===== src/rtl/fpc_sched_if.sv =====
// Requester, shared-FPU and response signals of the fpc_sched arbiter.
interface fpc_sched_if;
    logic [1:0]  req_valid;
    logic [1:0]  req_mode;
    logic [15:0] req_a0;
    logic [15:0] req_b0;
    logic [15:0] req_a1;
    logic [15:0] req_b1;
    logic [1:0]  req_ready;
    logic        fpu_in_valid;
    logic        fpu_mode;
    logic [15:0] fpu_a;
    logic [15:0] fpu_b;
    logic        fpu_out_valid;
    logic [15:0] fpu_out;
    logic [1:0]  resp_valid;
    logic [15:0] resp_data;
    logic [1:0]  err;
    logic        busy;

    modport master (
        output req_valid, req_mode, req_a0, req_b0, req_a1, req_b1,
        output fpu_out_valid, fpu_out,
        input  req_ready, fpu_in_valid, fpu_mode, fpu_a, fpu_b,
        input  resp_valid, resp_data, err, busy
    );

    modport slave (
        input  req_valid, req_mode, req_a0, req_b0, req_a1, req_b1,
        input  fpu_out_valid, fpu_out,
        output req_ready, fpu_in_valid, fpu_mode, fpu_a, fpu_b,
        output resp_valid, resp_data, err, busy
    );
endinterface


===== src/rtl/fpc_sched.sv =====
// Round-robin scheduler sharing one bfloat16 add/mul unit between two requesters,
// with a bounded wait for the unit's result and a per-requester timeout error.
module fpc_sched #(
    parameter int TIMEOUT = 4
) (
    input logic        clk,
    input logic        rst_n,
    fpc_sched_if.slave bus
);

    typedef enum logic [1:0] {IDLE, ISSUE, WAIT} state_t;

    localparam logic [3:0] TO_CNT = 4'(TIMEOUT);

    state_t      state, state_nx;
    logic        last_grant;
    logic        cap_id;
    logic        cap_mode;
    logic [15:0] cap_a;
    logic [15:0] cap_b;
    logic [3:0]  cnt;
    logic [1:0]  resp_q;
    logic [1:0]  err_q;
    logic [15:0] resp_data_q;
    logic [1:0]  grant;
    logic        hs;
    logic        timeout;

    always_comb begin
        grant = '0;
        case (bus.req_valid)
            2'b01:   grant = 2'b01;
            2'b10:   grant = 2'b10;
            2'b11:   grant = last_grant ? 2'b01 : 2'b10;
            default: grant = '0;
        endcase
    end

    assign hs      = rst_n && (state == IDLE) && (bus.req_valid != 2'b00);
    assign timeout = (state == WAIT) && (cnt == TO_CNT) && !bus.fpu_out_valid;

    always_ff @(posedge clk) begin
        if (!rst_n) state <= IDLE;
        else        state <= state_nx;
    end

    always_comb begin
        state_nx = state;
        case (state)
            IDLE:    if (hs) state_nx = ISSUE;
            ISSUE:   state_nx = WAIT;
            WAIT:    if (bus.fpu_out_valid || cnt == TO_CNT) state_nx = IDLE;
            default: state_nx = IDLE;
        endcase
    end

    // Outputs are gated by rst_n so they read 0 throughout the reset cycle itself.
    always_comb begin
        bus.req_ready    = '0;
        bus.fpu_in_valid = 1'b0;
        bus.fpu_mode     = 1'b0;
        bus.fpu_a        = '0;
        bus.fpu_b        = '0;
        bus.busy         = 1'b0;
        if (rst_n) begin
            case (state)
                IDLE: bus.req_ready = grant;
                ISSUE: begin
                    bus.fpu_in_valid = 1'b1;
                    bus.fpu_mode     = cap_mode;
                    bus.fpu_a        = cap_a;
                    bus.fpu_b        = cap_b;
                    bus.busy         = 1'b1;
                end
                WAIT:    bus.busy = 1'b1;
                default: bus.busy = 1'b0;
            endcase
        end
        bus.resp_valid = rst_n ? resp_q : '0;
        bus.err        = rst_n ? err_q  : '0;
        bus.resp_data  = resp_data_q;
    end

    always_ff @(posedge clk) begin
        if (!rst_n) begin
            last_grant  <= 1'b1;
            cap_id      <= 1'b0;
            cap_mode    <= 1'b0;
            cap_a       <= '0;
            cap_b       <= '0;
            cnt         <= '0;
            resp_q      <= '0;
            err_q       <= '0;
            resp_data_q <= '0;
        end else begin
            resp_q <= '0;
            err_q  <= '0;
            if (hs) begin
                last_grant <= grant[1];
                cap_id     <= grant[1];
                cap_mode   <= bus.req_mode[grant[1]];
                cap_a      <= grant[1] ? bus.req_a1 : bus.req_a0;
                cap_b      <= grant[1] ? bus.req_b1 : bus.req_b0;
            end
            if (state_nx == WAIT) cnt <= (state == WAIT) ? cnt + 4'd1 : 4'd1;
            else                  cnt <= '0;
            // A result arriving on the timeout cycle wins over the error.
            if (state == WAIT && bus.fpu_out_valid) begin
                resp_data_q <= bus.fpu_out;
                resp_q      <= {cap_id, ~cap_id};
            end else if (timeout) begin
                err_q <= {cap_id, ~cap_id};
            end
        end
    end

endmodule


===== src/flat_wrapper.sv =====
// flat-port wrapper written by rule: the top's interface ports become plain ports
module fpc_sched_flat 
#(
    parameter int TIMEOUT = 4
)
  (clk, rst_n, bus_req_valid, bus_req_mode, bus_req_a0, bus_req_b0, bus_req_a1, bus_req_b1, bus_fpu_out_valid, bus_fpu_out, bus_req_ready, bus_fpu_in_valid, bus_fpu_mode, bus_fpu_a, bus_fpu_b, bus_resp_valid, bus_resp_data, bus_err, bus_busy);
  fpc_sched_if bus_i ();
  input logic clk;
  input logic rst_n;
  input wire logic [$bits(bus_i.req_valid)-1:0] bus_req_valid;
  input wire logic [$bits(bus_i.req_mode)-1:0] bus_req_mode;
  input wire logic [$bits(bus_i.req_a0)-1:0] bus_req_a0;
  input wire logic [$bits(bus_i.req_b0)-1:0] bus_req_b0;
  input wire logic [$bits(bus_i.req_a1)-1:0] bus_req_a1;
  input wire logic [$bits(bus_i.req_b1)-1:0] bus_req_b1;
  input wire logic [$bits(bus_i.fpu_out_valid)-1:0] bus_fpu_out_valid;
  input wire logic [$bits(bus_i.fpu_out)-1:0] bus_fpu_out;
  output wire logic [$bits(bus_i.req_ready)-1:0] bus_req_ready;
  output wire logic [$bits(bus_i.fpu_in_valid)-1:0] bus_fpu_in_valid;
  output wire logic [$bits(bus_i.fpu_mode)-1:0] bus_fpu_mode;
  output wire logic [$bits(bus_i.fpu_a)-1:0] bus_fpu_a;
  output wire logic [$bits(bus_i.fpu_b)-1:0] bus_fpu_b;
  output wire logic [$bits(bus_i.resp_valid)-1:0] bus_resp_valid;
  output wire logic [$bits(bus_i.resp_data)-1:0] bus_resp_data;
  output wire logic [$bits(bus_i.err)-1:0] bus_err;
  output wire logic [$bits(bus_i.busy)-1:0] bus_busy;
  assign bus_i.req_valid = bus_req_valid;
  assign bus_i.req_mode = bus_req_mode;
  assign bus_i.req_a0 = bus_req_a0;
  assign bus_i.req_b0 = bus_req_b0;
  assign bus_i.req_a1 = bus_req_a1;
  assign bus_i.req_b1 = bus_req_b1;
  assign bus_i.fpu_out_valid = bus_fpu_out_valid;
  assign bus_i.fpu_out = bus_fpu_out;
  assign bus_req_ready = bus_i.req_ready;
  assign bus_fpu_in_valid = bus_i.fpu_in_valid;
  assign bus_fpu_mode = bus_i.fpu_mode;
  assign bus_fpu_a = bus_i.fpu_a;
  assign bus_fpu_b = bus_i.fpu_b;
  assign bus_resp_valid = bus_i.resp_valid;
  assign bus_resp_data = bus_i.resp_data;
  assign bus_err = bus_i.err;
  assign bus_busy = bus_i.busy;
  fpc_sched #(.TIMEOUT(TIMEOUT)) u_core (.clk(clk), .rst_n(rst_n), .bus(bus_i));
endmodule

===== config.mk =====
export PLATFORM = sky130hd
export DESIGN_NAME = fpc_sched_flat
export DESIGN_NICKNAME = d
export VERILOG_FILES = /design/src/rtl/fpc_sched_if.sv /design/src/rtl/fpc_sched.sv /design/src/flat_wrapper.sv
export SDC_FILE = /design/constraint.sdc
export NUM_CORES = 1
export LEC_CHECK = 0
export ABC_AREA = 1
export BUFFER_PORTS_ARGS = -buffer_cell sky130_fd_sc_hd__buf_2
export CAP_MARGIN = 20
export CORE_MARGIN = 2
export CORE_UTILIZATION = 35
export DETAILED_ROUTE_END_ITERATION = 7
export PLACE_DENSITY = 0.75
export SYNTH_ARGS = -nofsm -noshare
export SYNTH_HDL_FRONTEND = slang
export SYNTH_SLANG_ARGS = --single-unit
export TNS_END_PERCENT = 1

===== constraint.sdc =====
create_clock -name clk -period 2.12 [get_ports clk]
set_input_delay 0.424 -clock clk [delete_from_list [all_inputs] [get_ports clk]]
set_output_delay 0.424 -clock clk [all_outputs]
set_load 0.01 [all_outputs]

==> summary.md, run 1 <==
| Metric | Value |
|---|---|
| H-tree levels | `3` |
| Initial DRT Pass Iterations | `5` |
| Root Buffer | `clkbuf_8` |
| Tot GR Track Use | `0.164` |
| Initial DRC Count | `108` |
| Largest net degree at the start of global routing | `45` |
| RSZ-0062 raised after global routing | `no` |
| Post-detail-place hpwl | `roughly 5.4 mm` |
| Drt via density | `between 4 and 5` |
| Tot Pwr | `3.33 mW` |
| Critical-path maximum fanout | `34` |
| Tightest Hold Check Type | `primary input to flop` |
| Synth Area per Inst | `approximately 7.3 um^2` |
| Initial Util | `0.361` |
| Clock skew | `just over 10 ps` |
| WS Path Type | `flop to primary output` |
| Routed WL | `7.43 mm` |
| CTS max path bufs | `2` |
| Max transition margin | `0.738` |
| Distinct cells, synth | `28` |
| Delay of the slowest critical-path stage | `roughly 420 ps` |
| Synth warnings | `0` |
| CP startpoint kind | `flop` |
| Die W | `between 90 and 100 um` |
| Period Utilization, post-route | `0.937` |
| Clock slew at reported path FFs | `roughly 70 ps` |
| First-pass GRT wire length | `about 12 mm` |
| Fmax achieved | `503 MHz` |
| Synth Register Bits | `61` |
| Synthesis-to-layout area growth | `32.8%` |
| Final setup viols | `0` |
| Post-Synthesis Cells | `a little over 400` |
| Row cnt | `33` |
| Worst path slowest cell | `dfxtp_1` |
| Nets | `between 600 and 700` |
| Final Hold Viols | `0` |
| Post-layout util | `0.479` |
| Leak Pwr | `2.07 nW` |
| Setup TNS | `0 ps` |
| Final Max Tran Viols | `0` |
| Via count | `roughly 3000` |
| Total CTS buffers | `9` |
| RePlAce Congestion | `between 0.8 and 0.9` |
| Antenna viol nets, final | `0` |
| Cell taking the most area after synthesis | `dfxtp_1` |
| Clk sinks | `61` |
| # IOs | `around 140` |
| CTS tree | `yes` |
| Clock Latency Late Sink | `~340 ps` |
| Worst path required time | `~1700 ps` |
| Antenna Cells | `0` |
| Main synth FF type | `dfxtp_1` |
| Hold slack final | `between 300 and 400 ps` |
| Number of synthesized flops with an enable pin | `0` |
| Post-DP Area | `between 3000 and 4000 um^2` |
| GRT Residual Overflow | `0` |
| Layout cells sized above 1 | `0.321` |
| Max-Cap Viols | `0` |
| Post-route cell area | `about 4000 um^2` |
| DRC viols | `0` |
| Die Area | `slightly above 9000 um^2` |
| Cts repair resizes | `0` |
| Setup Buffers After CTS | `0` |
| CP arrival | `around 1600 ps` |
| Die Y | `slightly below 100 um` |
| Synth area leaders | `dfxtp_1 (41%), inv_1 (11%), nor2_1 (9.4%)` |
| Crit-path cells | `inv_1 > ha_1 > nand2_1 > buf_12 > nor2_1 > buf_2` |
| Worst slew pin tran | `between 300 and 400 ps` |
| Seq/Total Area, Yosys | `0.412` |
| Initial antenna violation count | `0` |
| Minimum clock period | `between 1500 and 2000 ps` |
| Synth async-reset ratio | `0` |
| Worst Setup End Kind | `primary output` |
| Routed WL per cell | `~11 um` |
| I/O Buffers | `143` |
| PwrDens | `about 850 nW/um^2` |
| Worst VDD drop | `about 0.29 mV` |
| Post-synth top area share | `0.412` |
| Core area | `around 8000 um^2` |
| CTS hold repair buffers | `0` |
| Vias in the first global route | `~2700` |
| Mapped Area | `between 2000 and 3000 um^2` |
| Mapped Nets | `approximately 500` |
| Status | `finished clean` |
==> placed cells by master (no fill, tap or decap), types with 3 or more instances in the layout <==
master,Yosys,layout
buf_2,11,143
inv_1,86,86
nor2_1,74,74
dfxtp_1,61,61
a21oi_1,33,33
o31ai_1,33,33
o21ai_1,26,26
o21ai_0,24,24
nand2_1,15,14
clkbuf_8,0,12
nand3_1,6,6
ha_1,6,6
nand2_2,2,3
inv_2,3,3
nor3_1,3,3
buf_4,1,3
==> state kept, by name, summed over array words and instances, names as in the netlist <==
register / count
u_core.cap_id: 1
u_core.bus.resp_data: 16
u_core.cap_mode: 1
u_core.cap_a: 16
u_core.err_q: 2
u_core.cnt: 4
u_core.cap_b: 16
u_core.state: 2
u_core.last_grant: 1
u_core.resp_q: 2
==> power breakdown <==
| part | leakage [nW] | internal [mW] | switching, mW | total, mW |
|---|---|---|---|---|
| logic | 1.45 | 0.292 | 0.470 | 0.762 |
| registers | 0.502 | 1.31 | 0.0576 | 1.37 |
| clock network | 0.115 | 0.752 | 0.445 | 1.20 |
==> cells by family after synthesis <==
kind of cell	count (synthesis)	share of synthesized area
AO/OA/AOI/OAI	117	0.228
XOR/XNOR	2	0.00591
adder cells (fa/ha/maj)	6	0.0253
buffers and inverters	116	0.176
flip-flops	61	0.412
AND/OR/NAND/NOR	106	0.152
==> layout make-up <==
type                            count  area (um^2)
Fill cell                         808         4280
Multi-Input combinational cell    231         1220
Sequential cell                    61         1220
Timing Repair Buffer              148          778
Inverter                           91          349
Clock buffer                       12          165
Tap cell                          105          131
Clock inverter                      3         67.6
==> critical path: cells and delay by family (launching register included) <==
family,cells,cell delay (ps)
buffers and inverters,3,430
flip-flops,1,420
adder cells (fa/ha/maj),1,200
AND/OR/NAND/NOR,2,180
==> stage by stage <==
| step | instances | worst slack (ps) |
|---|---|---|
| after detailed placement | 636 | 423 |
| after CTS | 651 | 122 |
| after global routing | 651 | 29.1 |
| after global placement | 636 | 463 |
| after floorplan | 408 | 662 |
| final | 651 | 133 |
==> cells in the mapped netlist, types with 2 or more instances <==
master / count
nand2_2: 2
clkbuf_1: 4
nand2_1: 15
nor3_1: 3
a21oi_1: 33
ha_1: 6
buf_6: 8
nand3_1: 6
nand4_1: 2
buf_2: 11
inv_2: 3
inv_1: 86
nor2_1: 74
o21ai_1: 26
dfxtp_1: 61
o31ai_1: 33
o21ai_0: 24
==> final timing paths <==
path	from	endpoint	slack [ps]	cells after the start
min	bus_req_a1[3]	u_core.cap_a[3]	310	3
max	u_core.state[1]	bus_fpu_a[13]	130	6
max reg2reg	u_core.state[0]	u_core.cnt[0]	440	9
min reg2reg	u_core.cap_id	u_core.err_q[0]	460	1
==> metal layers <==
| metal | vias to the layer above | share of wire | routed length (um) | track usage |
|---|---|---|---|---|
| met5 | - | 0 | 0 | 0 |
| met4 | 0 | 0.012 | 86 | 0.0583 |
| met3 | 7 | 0.066 | 493 | 0.0407 |
| met2 | 107 | 0.47 | 3500 | 0.274 |
| met1 | 1284 | 0.45 | 3350 | 0.203 |
| li1 | 1564 | - | - | - |
No activity file was read; power rests on OpenSTA's default activity.
==> run 2: changes to the inputs <==
--- a/config.mk
+++ b/config.mk
@@ -8,6 +8,7 @@
 export ABC_AREA = 1
 export BUFFER_PORTS_ARGS = -buffer_cell sky130_fd_sc_hd__buf_2
 export CAP_MARGIN = 20
+export CORE_ASPECT_RATIO = 1.5
 export CORE_MARGIN = 2
 export CORE_UTILIZATION = 35
 export DETAILED_ROUTE_END_ITERATION = 7
==> summary.md, run 2 (synthesized netlist as in run 1, its figures left out) <==
| Metric | Value |
|---|---|
| Status | `finished clean` |
| Via count | `2992 (+1.0%)` |
| Cts repair resizes | `0 (unchanged)` |
| Initial DRT Pass Iterations | `4 (-1)` |
| Synthesis-to-layout area growth | `36.3%` |
| Gate power share | `0.199 (-0.030)` |
| GRT Residual Overflow | `0 (unchanged)` |
| Setup TNS | `0 ps (unchanged)` |
| Vias in the first global route | `2706 (-0.40%)` |
| CTS tree | `yes` |
| Initial DRC Count | `80 (-26%)` |
| Setup Buffers After CTS | `0 (unchanged)` |
| Leak Pwr | `2.12 nW (+2.3%)` |
| CTS hold repair buffers | `0 (unchanged)` |
| First-pass GRT wire length | `11.7 mm (-1.9%)` |
| Nets | `633 (-0.31%)` |
| Hold worst-path end | `u_core.cap_a[6]` |
| DRC viols | `0 (unchanged)` |
| Period Utilization, post-route | `0.921 (-0.0166)` |
| Largest net degree at the start of global routing | `67 (+49%)` |
| Antenna Cells | `0 (unchanged)` |
| Die Area | `9230 um^2 (+0.17%)` |
| Antenna viol nets, final | `0 (unchanged)` |
| RR Endpoint | `u_core.cnt[0]` |
| Critical-path maximum fanout | `34 (unchanged)` |
| Worst R2R Path Depth | `9 (unchanged)` |
| RePlAce Congestion | `0.752 (-14%)` |
| Final Hold Viols | `0 (unchanged)` |
| Worst hold start | `bus_req_a1[6]` |
| # IOs | `144 (unchanged)` |
| Drt via density | `4.60 (+1.0%)` |
| Tot Pwr | `3.80 mW (+14%)` |
| Reg2reg setup slack | `470 ps (+30 ps)` |
| Cell count of the worst hold path | `3 (unchanged)` |
| Fmax achieved | `512 MHz (+1.8%)` |
| CTS max path bufs | `2 (unchanged)` |
| Delay of the slowest critical-path stage | `400 ps (-20 ps)` |
| Clock Latency Late Sink | `320 ps (-20 ps)` |
| Routed WL | `7.31 mm (-1.6%)` |
| Clk sinks | `61 (unchanged)` |
| PwrDens | `941 nW/um^2 (+11%)` |
| I/O Buffers | `143 (unchanged)` |
| Internal power | `2.81 mW (+19%)` |
| Crit-path leading delay family | `buffers and inverters` |
| Commonest non-fill, non-tap cell in the layout | `buf_2` |
| Layout cells sized above 1 | `0.318 (-0.00250)` |
| Final Max Tran Viols | `0 (unchanged)` |
| Crit-path cells | `inv_1 > ha_1 > nand2_1 > buf_12 > nor2_1 > buf_2` |
| CP arrival | `1530 ps (-30 ps)` |
| Tightest Hold Check Type | `primary input to flop` |
| Max transition margin | `0.529 (-0.209)` |
| Total CTS buffers | `9 (unchanged)` |
| Die Y | `117 um (+22%)` |
| Sw Share | `0.261 (-0.0311)` |
| Clock slew at reported path FFs | `50 ps (-20 ps)` |
| Worst reg2reg path startpoint | `u_core.state[0]` |
| Worst Setup End Kind | `primary output` |
| Flop pwr share | `0.361 (-0.051)` |
| Die W | `79.1 um (-18%)` |
| CP bufs+invs | `3 (unchanged)` |
| Initial Util | `0.357 (-0.00407)` |
| Worst path slowest cell | `dfxtp_1` |
| Worst VDD drop | `0.664 mV (+130%)` |
| H-tree levels | `3 (unchanged)` |
| Initial antenna violation count | `1 (+1)` |
| Most frequent cells in the layout | `buf_2 (143), inv_1 (86), nor2_1 (74)` |
| WS Path Type | `flop to primary output` |
| Routed WL per cell | `11.2 um (-1.6%)` |
| Post-detail-place hpwl | `5.23 mm (-3.1%)` |
| Fillers | `819 (+1.4%)` |
| Clock skew | `5.91 ps (-4.40 ps)` |
| Row cnt | `41 (+24%)` |
| Tot GR Track Use | `0.161 (-0.00279)` |
| NetSw | `0.992 mW (+1.9%)` |
| Minimum clock period | `1950 ps (-35.1 ps)` |
| Worst path required time | `1700 ps (about the same)` |
| Worst slew pin tran | `705 ps (+312 ps)` |
| CP startpoint kind | `flop` |
| Max-Cap Viols | `0 (unchanged)` |
| Final setup viols | `0 (unchanged)` |
| Root Buffer | `clkbuf_16` |
| RSZ-0062 raised after global routing | `no` |
| Core area | `8310 um^2 (+1.1%)` |
| Clk pwr share | `0.440 (+0.080)` |
-- run 2: metrics by stage --
| step | cells | setup slack, ps | cell area, um^2 | utilization | hold WS (ps) |
|---|---|---|---|---|---|
| floorplan | 408 | 662 | 2960 | - | 413 |
| global placement | 636 | 471 | 3690 | 0.444 | 442 |
| detailed placement | 636 | 406 | 3690 | 0.444 | 446 |
| CTS | 651 | 142 | 4040 | 0.486 | 313 |
| global route | 651 | 59.5 | 4040 | 0.486 | 329 |
| finish | 651 | 168 | 4040 | 0.486 | 322 |
-- run 2: layout make-up --
| cell class | instances | area, um^2 | area share |
|---|---|---|---|
| Tap cell | 107 | 134 | 0.0332 |
| Multi-Input combinational cell | 231 | 1220 | 0.303 |
| Clock buffer | 11 | 253 | 0.0626 |
| Sequential cell | 61 | 1220 | 0.302 |
| Inverter | 91 | 349 | 0.0865 |
| Clock inverter | 4 | 95.1 | 0.0236 |
| Timing Repair Buffer | 146 | 763 | 0.189 |
-- run 2: how the worst max path moves through the flow --
| stage | end | from | depth (start not counted) | slack, ps |
|---|---|---|---|---|
| 2_1_floorplan | bus_fpu_in_valid | u_core.state[1] | 5 | 660 |
| 3_3_place_gp | bus_fpu_mode | rst_n | 5 | 470 |
| 3_5_place_dp | bus_fpu_b[10] | rst_n | 5 | 410 |
| 4_1_cts | bus_fpu_a[7] | u_core.state[1] | 6 | 140 |
| 5_1_grt | bus_fpu_a[7] | u_core.state[1] | 6 | 60 |
| 6_report | bus_fpu_a[7] | u_core.state[1] | 6 | 170 |
-- run 2: worst register-to-register path, stage by stage (launching register included) --
cell	delay, ps
dfxtp_1	380
inv_1	100
ha_1	260
nand2_4	100
inv_4	50
nand2_8	210
nand3_1	110
nand3_1	140
nand3_1	110
nor2_1	120
-- run 2: power by group through the flow --
| stage | combinational (mW) | clock, mW | sequential (mW) |
|---|---|---|---|
| 2_1_floorplan | 0.544 | 0 | 1.40 |
| 3_3_place_gp | 0.741 | 0 | 1.39 |
| 3_5_place_dp | 0.760 | 0 | 1.40 |
| 4_1_cts | 0.766 | 1.71 | 1.37 |
| 5_1_grt | 0.865 | 1.75 | 1.39 |
| 6_report | 0.755 | 1.67 | 1.37 |
-- run 2: metal layers --
metal,part of all wire,GRT usage,vias to the layer above
met2,0.49,0.289,102
met5,0.0014,0,-
met3,0.066,0.0410,16
li1,-,-,1554
met1,0.42,0.174,1318
met4,0.021,0.0793,2
==> run 3: changes to the inputs <==
--- a/config.mk
+++ b/config.mk
@@ -10,9 +10,10 @@
 export CAP_MARGIN = 20
 export CORE_ASPECT_RATIO = 1.5
 export CORE_MARGIN = 2
-export CORE_UTILIZATION = 35
+export CORE_UTILIZATION = 45
 export DETAILED_ROUTE_END_ITERATION = 7
-export PLACE_DENSITY = 0.75
+export PLACE_DENSITY = 0.89
+export REMOVE_ABC_BUFFERS = 1
 export SYNTH_ARGS = -nofsm -noshare
 export SYNTH_HDL_FRONTEND = slang
 export SYNTH_SLANG_ARGS = --single-unit
==> summary.md, run 3 (synthesized netlist as in run 1, its figures left out) <==
| Metric | Value |
|---|---|
| RePlAce Congestion | `0.805 (+7.1%)` |
| Clock skew | `6.11 ps (+0.198 ps)` |
| Crit-path cells | `inv_1 > ha_1 > nand2_1 > buf_12 > nor2_1 > buf_2` |
| Final Hold Viols | `0 (unchanged)` |
| Core area | `6440 um^2 (-22%)` |
| Setup Buffers After CTS | `0 (unchanged)` |
| Setup TNS | `0 ps (unchanged)` |
| Internal power | `2.09 mW (-26%)` |
| Worst VDD drop | `0.447 mV (-33%)` |
| Routed WL | `7.34 mm (+0.38%)` |
| Post-route cell area | `3850 um^2 (-4.7%)` |
| CP bufs+invs | `3 (unchanged)` |
| Period Utilization, post-route | `0.930 (+0.00883)` |
| Reg2reg setup slack | `380 ps (-90 ps)` |
| First-pass GRT wire length | `11.9 mm (+1.8%)` |
| Initial antenna violation count | `0 (-1)` |
| Clock Latency Late Sink | `330 ps (about the same)` |
| Clk pwr share | `0.298 (-0.142)` |
| Max-Cap Viols | `0 (unchanged)` |
| Initial Util | `0.460 (+0.103)` |
| Antenna viol nets, final | `0 (unchanged)` |
| Vias in the first global route | `2857 (+5.6%)` |
| Worst Setup End Kind | `primary output` |
| Via count | `3005 (+0.43%)` |
| DRC viols | `0 (unchanged)` |
| Minimum clock period | `1970 ps (+18.7 ps)` |
| Post-layout util | `0.598 (+0.112)` |
| Max transition margin | `0.721 (+0.192)` |
| Layout cells sized above 1 | `0.319 (+0.000667)` |
| Delay of the slowest critical-path stage | `410 ps (about the same)` |
| Tightest Hold Check Type | `primary input to flop` |
| GRT Residual Overflow | `0 (unchanged)` |
| CTS hold repair buffers | `0 (unchanged)` |
| RSZ-0062 raised after global routing | `no` |
| PwrDens | `792 nW/um^2 (-16%)` |
| Routed WL per cell | `11.8 um (+5.1%)` |
| # IOs | `144 (unchanged)` |
| Largest net degree at the start of global routing | `67 (unchanged)` |
| CP arrival | `1550 ps (+20 ps)` |
| Die Y | `103 um (-11%)` |
| Total CTS buffers | `9 (unchanged)` |
| CTS max path bufs | `2 (unchanged)` |
| NetSw | `0.958 mW (-3.5%)` |
| Tot Pwr | `3.05 mW (-20%)` |
| Initial DRT Pass Iterations | `4 (unchanged)` |
| Tot GR Track Use | `0.206 (+0.0449)` |
| H-tree levels | `3 (unchanged)` |
| Clock slew at reported path FFs | `70 ps (+20 ps)` |
| Crit-path leading delay family | `buffers and inverters` |
| Commonest non-fill, non-tap cell in the layout | `buf_2` |
| Die W | `70.3 um (-11%)` |
| Most frequent cells in the layout | `buf_2 (143), inv_1 (86), nor2_1 (74)` |
| Worst R2R Path Depth | `9 (unchanged)` |
| Worst reg2reg path startpoint | `u_core.state[0]` |
| Post-DP Area | `3670 um^2 (-0.51%)` |
| CP startpoint kind | `flop` |
| Final setup viols | `0 (unchanged)` |
| Sw Share | `0.314 (+0.0532)` |
| RR Endpoint | `u_core.cnt[0]` |
| Clk sinks | `61 (unchanged)` |
| Drt via density | `4.83 (+5.1%)` |
| Cts repair resizes | `0 (unchanged)` |
| Synthesis-to-layout area growth | `29.9%` |
| Leak Pwr | `2.05 nW (-3.3%)` |
| Worst path slowest cell | `dfxtp_1` |
| Root Buffer | `clkbuf_8` |
| Crit path capture | `bus_fpu_a[13]` |
| Post-detail-place hpwl | `5.38 mm (+2.8%)` |
| Worst slew pin tran | `417 ps (-288 ps)` |
| CTS tree | `yes` |
| Levels on crit path | `6 (unchanged)` |
| Gate power share | `0.251 (+0.052)` |
| Die Area | `7260 um^2 (-21%)` |
| Fmax achieved | `507 MHz (-0.95%)` |
| Nets | `634 (+0.16%)` |
| Antenna Cells | `0 (unchanged)` |
| Row cnt | `36 (-12%)` |
| I/O Buffers | `143 (unchanged)` |
| Worst path required time | `1700 ps (about the same)` |
| Final Max Tran Viols | `0 (unchanged)` |
| Critical-path maximum fanout | `34 (unchanged)` |
| Initial DRC Count | `138 (+73%)` |
| Status | `finished clean` |
| WS Path Type | `flop to primary output` |
| Flop pwr share | `0.451 (+0.090)` |
| CP startpoint | `u_core.state[1]` |
run 3: cell count changes in the layout (fill, tap and decap cells not counted), sizes merged:
cell	change
bufinv	-3
clkinv	+2
buf	+1
clkbuf	+1
clkinvlp	+1
run 3: power groups by stage:
stage	Combinational [mW]	Sequential, mW	Clock, mW
2_1_floorplan	0.474	1.40	0
3_3_place_gp	0.742	1.39	0
3_5_place_dp	0.768	1.40	0
4_1_cts	0.772	1.37	0.930
5_1_grt	0.873	1.39	0.979
6_report	0.764	1.37	0.908
run 3: cell type report:
type / instances / area [um^2]
Clock buffer: 12 / 155
Sequential cell: 61 / 1220
Timing Repair Buffer: 147 / 783
Multi-Input combinational cell: 231 / 1220
Fill cell: 593 / 2590
Tap cell: 76 / 95.1
Inverter: 91 / 349
Clock inverter: 4 / 22.5
run 3: per-stage QoR:
stage	hold WS [ps]	cells	setup slack, ps
floorplan	413	383	-159
global placement	433	606	537
detailed placement	438	606	410
CTS	299	622	148
global route	318	622	62.9
finish	312	622	149
run 3: metal layers:
metal	global-route usage	up-vias	share of wire
met2	0.388	118	0.52
met3	0.0494	16	0.063
li1	-	1562	-
met4	0.121	0	0.028
met5	0	-	0
met1	0.204	1309	0.39
run 3: worst reg2reg max path, cell delays in order (launching register included):
cell,delay (ps)
dfxtp_1,390
inv_1,100
ha_1,280
nand2_4,120
inv_4,50
nand2_8,210
nand3_1,160
nand3_1,160
nand3_1,120
nor2_1,100
run 3: how the worst min path moves through the flow:
stage | start | endpoint | cells past startpoint
final | bus_req_a1[6] | u_core.cap_a[6] | 3
after global routing | bus_req_b1[8] | u_core.cap_b[8] | 3
after CTS | bus_req_a1[6] | u_core.cap_a[6] | 3
after detailed placement | u_core.cap_id | u_core.err_q[0] | 1
after global placement | u_core.cap_id | u_core.err_q[0] | 1
after floorplan | u_core.cap_id | u_core.err_q[0] | 1
